## src/rtl/trig_capture_if.sv

```systemverilog
// Sample-path bundle for trig_capture: strobe, controls, live/delayed samples and burst output.
// master drives the samples and controls; slave is the capture block.
interface trig_capture_if #(
  parameter int WIDTH = 16
);
  logic                    ena;
  logic                    arm;
  logic                    auto_rearm;
  logic                    force_trig;
  logic                    abort;
  logic signed [WIDTH-1:0] thresh;
  logic signed [WIDTH-1:0] din_live;
  logic signed [WIDTH-1:0] din_dly;
  logic signed [WIDTH-1:0] m_data;
  logic                    m_valid;
  logic                    m_last;
  logic                    busy;
  logic                    triggered;

  modport master (
    output ena, arm, auto_rearm, force_trig, abort, thresh, din_live, din_dly,
    input  m_data, m_valid, m_last, busy, triggered
  );

  modport slave (
    input  ena, arm, auto_rearm, force_trig, abort, thresh, din_live, din_dly,
    output m_data, m_valid, m_last, busy, triggered
  );
endinterface

```

## src/rtl/trig_capture.sv

```systemverilog
// Triggered burst capture: watches the live stream for a rising threshold crossing (or force),
// then emits LEN samples of the PRE_TRIG-delayed stream so each burst carries pre-trigger history.
module trig_capture #(
  parameter int WIDTH    = 16,
  parameter int PRE_TRIG = 64,
  parameter int LEN      = 1024,
  parameter int HOLDOFF  = 16
) (
  input  logic          clk,
  input  logic          rst,
  trig_capture_if.slave cap
);

  localparam int FILL_W = $clog2(PRE_TRIG + 1);
  localparam int SMP_W  = $clog2(LEN + 1);
  localparam int HO_W   = (HOLDOFF > 0) ? $clog2(HOLDOFF + 1) : 1;

  localparam logic [FILL_W-1:0] FILL_FULL = FILL_W'(PRE_TRIG);
  localparam logic [SMP_W-1:0]  SMP_LAST  = SMP_W'(LEN - 1);
  localparam logic [HO_W-1:0]   HO_LAST   = HO_W'((HOLDOFF > 0) ? HOLDOFF - 1 : 0);

  typedef enum logic [1:0] {S_IDLE, S_ARMED, S_CAPTURE, S_HOLDOFF} state_t;

  state_t                  r_state;
  state_t                  w_state_nxt;
  logic [FILL_W-1:0]       r_fill_cnt;
  logic [SMP_W-1:0]        r_smp_cnt;
  logic [HO_W-1:0]         r_ho_cnt;
  logic signed [WIDTH-1:0] r_prev_live;
  logic signed [WIDTH-1:0] r_m_data;
  logic                    r_m_valid;
  logic                    r_m_last;
  logic                    r_triggered;

  logic w_cross;
  logic w_trig;
  logic w_beat;
  logic w_last_beat;
  logic w_ho_done;

  always_ff @(posedge clk or posedge rst) begin
    if (rst) r_state <= S_IDLE;
    else     r_state <= w_state_nxt;
  end

  // abort overrides every sample event so a truncated burst never reaches m_last
  always_comb begin
    w_state_nxt = r_state;
    w_cross     = (r_prev_live < cap.thresh) && (cap.din_live >= cap.thresh);
    w_trig      = 1'b0;
    w_beat      = 1'b0;
    w_last_beat = 1'b0;
    w_ho_done   = (HOLDOFF == 0) || (cap.ena && (r_ho_cnt == HO_LAST));
    unique case (r_state)
      S_IDLE: begin
        if (cap.arm) w_state_nxt = S_ARMED;
      end
      S_ARMED: begin
        w_trig = cap.ena && (r_fill_cnt == FILL_FULL) && (cap.force_trig || w_cross) && !cap.abort;
        if (w_trig) w_state_nxt = S_CAPTURE;
      end
      S_CAPTURE: begin
        w_beat      = cap.ena && !cap.abort;
        w_last_beat = w_beat && (r_smp_cnt == SMP_LAST);
        if (w_last_beat) w_state_nxt = S_HOLDOFF;
      end
      S_HOLDOFF: begin
        if (w_ho_done) w_state_nxt = cap.auto_rearm ? S_ARMED : S_IDLE;
      end
      default: w_state_nxt = S_IDLE;
    endcase
    if (cap.abort) w_state_nxt = S_IDLE;
  end

  always_ff @(posedge clk or posedge rst) begin
    if (rst) begin
      r_fill_cnt  <= '0;
      r_smp_cnt   <= '0;
      r_ho_cnt    <= '0;
      r_prev_live <= '0;
      r_m_data    <= '0;
      r_m_valid   <= 1'b0;
      r_m_last    <= 1'b0;
      r_triggered <= 1'b0;
    end else begin
      if (cap.ena) r_prev_live <= cap.din_live;
      r_triggered <= w_trig;
      r_m_valid   <= w_trig || w_beat;
      r_m_last    <= w_last_beat;
      if (w_trig || w_beat) r_m_data <= cap.din_dly;
      if (cap.abort) begin
        r_fill_cnt <= '0;
        r_smp_cnt  <= '0;
        r_ho_cnt   <= '0;
      end else begin
        unique case (r_state)
          S_IDLE: begin
            if (cap.arm) r_fill_cnt <= '0;
          end
          S_ARMED: begin
            // fill count stays at PRE_TRIG through later bursts so auto-rearm keeps its history
            if (cap.ena && (r_fill_cnt != FILL_FULL)) r_fill_cnt <= r_fill_cnt + FILL_W'(1);
            if (w_trig) r_smp_cnt <= SMP_W'(1);
          end
          S_CAPTURE: begin
            if (w_beat)      r_smp_cnt <= r_smp_cnt + SMP_W'(1);
            if (w_last_beat) r_ho_cnt  <= '0;
          end
          S_HOLDOFF: begin
            if (cap.ena) r_ho_cnt <= r_ho_cnt + HO_W'(1);
          end
          default: ;
        endcase
      end
    end
  end

  assign cap.m_data    = r_m_data;
  assign cap.m_valid   = r_m_valid;
  assign cap.m_last    = r_m_last;
  assign cap.triggered = r_triggered;
  assign cap.busy      = (r_state != S_IDLE);

endmodule

```

## src/flat_wrapper.sv

```systemverilog
// flat-port wrapper written by rule: the top's interface ports become plain ports
module trig_capture_flat 
#(
  parameter int WIDTH    = 16,
  parameter int PRE_TRIG = 64,
  parameter int LEN      = 1024,
  parameter int HOLDOFF  = 16
)
  (clk, rst, cap_ena, cap_arm, cap_auto_rearm, cap_force_trig, cap_abort, cap_thresh, cap_din_live, cap_din_dly, cap_m_data, cap_m_valid, cap_m_last, cap_busy, cap_triggered);
  trig_capture_if #(.WIDTH(WIDTH)) cap_i ();
  input  logic clk;
  input  logic rst;
  input wire logic [$bits(cap_i.ena)-1:0] cap_ena;
  input wire logic [$bits(cap_i.arm)-1:0] cap_arm;
  input wire logic [$bits(cap_i.auto_rearm)-1:0] cap_auto_rearm;
  input wire logic [$bits(cap_i.force_trig)-1:0] cap_force_trig;
  input wire logic [$bits(cap_i.abort)-1:0] cap_abort;
  input wire logic [$bits(cap_i.thresh)-1:0] cap_thresh;
  input wire logic [$bits(cap_i.din_live)-1:0] cap_din_live;
  input wire logic [$bits(cap_i.din_dly)-1:0] cap_din_dly;
  output wire logic [$bits(cap_i.m_data)-1:0] cap_m_data;
  output wire logic [$bits(cap_i.m_valid)-1:0] cap_m_valid;
  output wire logic [$bits(cap_i.m_last)-1:0] cap_m_last;
  output wire logic [$bits(cap_i.busy)-1:0] cap_busy;
  output wire logic [$bits(cap_i.triggered)-1:0] cap_triggered;
  assign cap_i.ena = cap_ena;
  assign cap_i.arm = cap_arm;
  assign cap_i.auto_rearm = cap_auto_rearm;
  assign cap_i.force_trig = cap_force_trig;
  assign cap_i.abort = cap_abort;
  assign cap_i.thresh = cap_thresh;
  assign cap_i.din_live = cap_din_live;
  assign cap_i.din_dly = cap_din_dly;
  assign cap_m_data = cap_i.m_data;
  assign cap_m_valid = cap_i.m_valid;
  assign cap_m_last = cap_i.m_last;
  assign cap_busy = cap_i.busy;
  assign cap_triggered = cap_i.triggered;
  trig_capture #(.WIDTH(WIDTH), .PRE_TRIG(PRE_TRIG), .LEN(LEN), .HOLDOFF(HOLDOFF)) u_core (.clk(clk), .rst(rst), .cap(cap_i));
endmodule
```

## config.mk

```make
export PLATFORM = sky130hd
export DESIGN_NAME = trig_capture_flat
export DESIGN_NICKNAME = d
export VERILOG_FILES = /design/src/rtl/trig_capture_if.sv /design/src/rtl/trig_capture.sv /design/src/flat_wrapper.sv
export SDC_FILE = /design/constraint.sdc
export NUM_CORES = 1
export LEC_CHECK = 0
export ABC_AREA = 1
export BUFFER_PORTS_ARGS = -buffer_cell sky130_fd_sc_hd__buf_4
export CORE_MARGIN = 10
export CORE_UTILIZATION = 56
export CTS_CLUSTER_DIAMETER = 30
export DETAILED_ROUTE_END_ITERATION = 12
export GPL_ROUTABILITY_DRIVEN = 0
export PLACE_DENSITY = 0.81
export SLEW_MARGIN = 10
export SYNTH_ARGS = -nofsm -noshare
export SYNTH_HDL_FRONTEND = slang
export SYNTH_SLANG_ARGS = --single-unit
```

## constraint.sdc

```tcl
create_clock -name clk -period 3 [get_ports clk]
set_clock_uncertainty 0.15 [all_clocks]
set_input_delay 0.15 -clock clk [delete_from_list [all_inputs] [get_ports clk]]
set_output_delay 0.15 -clock clk [all_outputs]
set_load 0.02 [all_outputs]
```

==> results of run 1 <==
[critical path, cell delays in order, from the launching register on]
cell and delay [ns]:
dfrtp_1 0.43, inv_1 0.15, ha_1 0.27, clkinv_1 0.28, nor2_1 0.31, nand2_1 0.44, nand2_4 0.35, nand2_1 0.12
nand2_1 0.10
[worst paths after layout]
kind                                         from                      to  slack, ns  cells after the start
max reg2reg                     u_core.r_state[0]    u_core.cap.m_data[0]       0.32                      8
min reg2reg                u_core.r_prev_live[11]  u_core.r_prev_live[11]       0.33                      2
max in group asynchronous                     rst      u_core.r_ho_cnt[0]       1.91                      4
max                             u_core.r_state[0]    u_core.cap.m_data[0]       0.32                      8
min in group asynchronous                     rst  u_core.r_prev_live[11]       0.17                      3
min                                       cap_ena   u_core.r_prev_live[9]       0.03                      3
[synth_stat cells (3+ instances only)]
cell type / n
inv_1: 63
nor2_1: 28
clkbuf_1: 5
nor4_1: 3
nand2_1: 163
ha_1: 41
a21oi_1: 19
nor3_1: 10
nand3_2: 3
xor2_1: 3
buf_6: 3
buf_2: 3
nand4_1: 4
nor3_2: 3
dfrtp_1: 60
nand2_2: 3
nand3_1: 47
o21ai_0: 15
[per-stage QoR]
step	hold WS (ns)	utilization
floorplan	0.110	-
global placement	-0.0446	0.682
detailed placement	-0.0393	0.682
CTS	0.0223	0.772
global route	0.0453	0.772
finish	0.0325	0.772
[flip-flops by register name (all words and copies together), names as in the netlist]
| register | flops |
|---|---|
| u_core.r_state | 2 |
| u_core.cap.m_last | 1 |
| u_core.cap.triggered | 1 |
| u_core.r_ho_cnt | 5 |
| u_core.r_smp_cnt | 11 |
| u_core.cap.m_valid | 1 |
| u_core.cap.m_data | 16 |
| u_core.r_fill_cnt | 7 |
| u_core.r_prev_live | 16 |
[cell families (layout without fill, tap and decap cells)]
family          count (synthesis)  in the layout  synth area share
fa+ha+maj                      41             41             0.135
flops                          60             60             0.395
simple gates                  273            273             0.320
xor+xnor                        4              4           0.00922
buf+inv                        78            193            0.0840
compound gates                 39             39            0.0560
[area by class of cell]
type / count / area [µm²] / share of cell area
Tap cell: 77 / 96.3 / 0.0193
Timing Repair Buffer: 110 / 908 / 0.182
Clock inverter: 7 / 124 / 0.0249
Clock buffer: 9 / 124 / 0.0249
Inverter: 67 / 251 / 0.0505
Multi-Input combinational cell: 357 / 1980 / 0.397
Sequential cell: 60 / 1500 / 0.301
[where the power goes]
part	switching [W]	total (W)	internal [W]
sequential	0.000111	0.00107	0.000956
clock	0.000349	0.000906	0.000557
combinational	0.000690	0.00112	0.000427
total	0.00115	0.00309	0.00194
[routing by layer]
layer	GRT usage	vias to the layer above	wire length, µm
met4	0.0738	0	185
li1	-	1804	-
met1	0.250	1710	4350
met5	0	-	0
met2	0.334	122	4840
met3	0.0533	18	693
==> results.yml, run 1 <==
global_routing:
  grt_max_degree: 29
  grt_pass1_wl_um: 17100
  grt_usage: 0.203
  grt_pass1_vias: 3652
  overflow: 0
  grt_antenna_before_repair: 0
yosys:
  netlist.area_leader.share: 0.395
  ys_ff_latch: 60
  yosysSeqAreaShare: 0.395
  synth_edf_count: 0
  netlist_instances: 495
  async_flop_share: 1.00
  synth_area_um2: 3800
  synth_warnings: 0
  syn-num-nets: 591
  synth.area.top_cells: "dfrtp_1 40%, nand2_1 16%, ha_1 14%"
  netlist.top_cell.by_area: "dfrtp_1"
  syn_area_per_cell_um2: 7.67
  synth_cell_types: 33
  synth_ff_type: "dfrtp_1"
floorplan:
  die_w_um: 102
  rows: 29
  die_h_um: 102
  die_area_um2: 10500
  io_pins: 75
  initial_core_util: 0.588
  core_um2: 6460
finish:
  fill_cells: 458
  layout_commonest_cell: "nand2_1"
  area_growth_pct: 31.2
  drive_above_1_share: 0.185
  antennaDiodeCount: 0
  layout_common_cells: "163 x nand2_1, 77 x buf_4, 62 x inv_1, 60 x dfrtp_1, 47 x nand3_1"
  stdcell_area_um2: 4980
  fin_cells: 687
  nNetsFinal: 701
placed_design:
  placed_cells: 638
  post_dp_cell_area_um2: 4410
  port_buffers: 74
  post-dp-hpwl_um: 6970
  dp_slack_ns: 0.422
sta:
  worstMarginPinSlew_ns: 0.619
  fmax_mhz: 373
  rsz0062_at_grt: "no"
  finalCritPeriodShare: 0.894
  fin_ws_ns: 0.319
  hold_viol_final: 0
  fin_crit_ns: 2.68
  tns_ns: 0
  slew_headroom: 0.586
  slew_viol_final: 0
  setup_viol: 0
power:
  p_leak_nw: 2.67
  total_power_w: 0.00309
  power_density_nw_per_um2: 620
  irDropWorstVdd_v: 0.000566
cts:
  cts_inserted_buffers: 9
  cts_tree: "built"
  cts-root-buf: "clkbuf_8"
  ctsHoldBuffers: 33
  post_cts.repair.setup_buffers: 0
  clock-sinks: 60
  cts-resized-gates: 0
  clk_path_buf_depth: 2
  clk_pin_slew_worst_paths_ns: 0.07
  htreeDepth: 3
  clk_latency_ns: 0.34
job:
  drv.max_cap_violation_count: 0
critical_path:
  critPathKind: "flop to flop"
  worstPathRequired_ns: 3.12
  worst_setup_path_end_kind: "flop"
  arrival_ns: 2.80
  start_kind: "flop"
  path_max_fanout: 17
drt:
  firstDrtPassIters: 5
  totalWireLength_um: 10100
  drtIter0Drc: 162
  wl_per_cell_um: 14.7
  route.vias.total: 3654
  vias_per_cell: 5.32
  drc: 0
  drtAntennaViolNets: 0
worst_hold_path:
  hold_class: "input port to flop"
status:
  status: "finished, final reports clean"
No activity file was read; power rests on OpenSTA's default activity.
==> run 2, diff against run 1 <==
- PLACE_DENSITY: 0.81 -> 0.79
==> run 2 against run 1 <==
Effect of this change: largest power group unchanged; first-iteration DRC count increased by 4.3%; wire length fell by 5.2%; register-to-register slack better by 0.08 ns; highest routed layer unchanged; largest cell class unchanged.
==> results.yml, run 2 (synthesis results as in run 1) <==
finish:
  antennaDiodeCount: 0
  area_growth_pct: 30.0
  nNetsFinal: 701
  layout_commonest_cell: "nand2_1"
  layout_common_cells: "163 x nand2_1, 77 x buf_4, 62 x inv_1, 60 x dfrtp_1, 47 x nand3_1"
  drive_above_1_share: 0.185
floorplan:
  io_pins: 75
  die_w_um: 102
  rows: 29
  die_h_um: 102
  initial_core_util: 0.588
  core_um2: 6460
  die_area_um2: 10500
critical_path:
  worst_setup_path_end_kind: "flop"
  arrival_ns: 2.73
  start_kind: "flop"
  worstPathRequired_ns: 3.12
  critPathKind: "flop to flop"
  path_max_fanout: 17
drt:
  firstDrtPassIters: 4
  vias_per_cell: 5.19
  drtIter0Drc: 169
  wl_per_cell_um: 13.9
  totalWireLength_um: 9550
  drtAntennaViolNets: 0
  drc: 0
  route.vias.total: 3568
sta:
  worstMarginPinSlew_ns: 0.624
  finalCritPeriodShare: 0.867
  slew_headroom: 0.583
  hold_viol_final: 0
  rsz0062_at_grt: "no"
  setup_viol: 0
  fin_crit_ns: 2.60
  fmax_mhz: 384
  fin_ws_ns: 0.399
  slew_viol_final: 0
  tns_ns: 0
power:
  irDropWorstVdd_v: 0.000516
  power_density_nw_per_um2: 586
  total_power_w: 0.00289
  p_leak_nw: 2.64
cts:
  clk_latency_ns: 0.34
  cts-root-buf: "clkbuf_8"
  htreeDepth: 3
  clock-sinks: 60
  clk_pin_slew_worst_paths_ns: 0.08
  cts_inserted_buffers: 9
  cts_tree: "built"
  clk_path_buf_depth: 2
  post_cts.repair.setup_buffers: 0
worst_hold_path:
  hold_class: "input port to flop"
global_routing:
  grt_pass1_wl_um: 16300
  grt_antenna_before_repair: 0
  grt_pass1_vias: 3572
  grt_max_degree: 24
  grt_usage: 0.191
  overflow: 0
placed_design:
  post-dp-hpwl_um: 6690
  dp_slack_ns: 0.486
  port_buffers: 74
status:
  status: "finished, final reports clean"
job:
  drv.max_cap_violation_count: 0
run 2: worst paths after layout:
| path | startpoint | end | slack [ns] | cells after the start |
|---|---|---|---|---|
| max | u_core.r_state[0] | u_core.cap.m_data[6] | 0.40 | 8 |
| min | cap_ena | u_core.r_prev_live[5] | 0.03 | 3 |
| max reg2reg | u_core.r_state[0] | u_core.cap.m_data[6] | 0.40 | 8 |
| min reg2reg | u_core.r_prev_live[3] | u_core.r_prev_live[3] | 0.33 | 2 |
| max in group asynchronous | rst | u_core.cap.m_data[5] | 1.76 | 4 |
| min in group asynchronous | rst | u_core.r_prev_live[7] | 0.25 | 3 |
run 2: worst max-delay path, cell delays in order (launching register included):
cell	delay (ns)
dfrtp_1	0.43
inv_1	0.14
ha_1	0.25
clkinv_1	0.27
nor2_1	0.31
nand2_1	0.44
nand2_4	0.35
nand2_1	0.11
nand2_1	0.09
run 2: layer usage:
metal	track usage	routed length [µm]	up-vias
met3	0.0506	635	13
met1	0.225	4190	1650
met4	0.0694	131	0
li1	-	-	1802
met2	0.328	4590	103
met5	0	0	-
run 2: repair_timing:
item,4_1_cts,5_1_grt
endpoints found under the hold margin,53,0
gates resized for setup,0,0
endpoints found under the setup margin,0,0
hold buffers,33,0
run 2: area by class of cell:
type / count / area (µm²)
clock inverter: 7 / 77.6
clock buffer: 9 / 124
fill: 449 / 1520
multi-input combinational: 357 / 1980
timing repair buffer: 110 / 908
tap: 77 / 96.3
inverter: 67 / 251
sequential: 60 / 1500
run 2: report_power, final:
group	switching (W)	leakage [nW]	internal [W]
combinational	0.000668	1.77	0.000426
sequential	0.000109	0.783	0.000955
clock	0.000349	0.0877	0.000385
run 2: through the flow:
step | std cells | instance area [µm²] | util | hold slack [ns]
after floorplan | 495 | 3800 | - | 0.110
after global placement | 638 | 4410 | 0.682 | 0.0718
after detailed placement | 638 | 4410 | 0.682 | 0.0738
after CTS | 687 | 4940 | 0.764 | 0.0156
after global routing | 687 | 4940 | 0.764 | 0.0353
final | 687 | 4940 | 0.764 | 0.0313
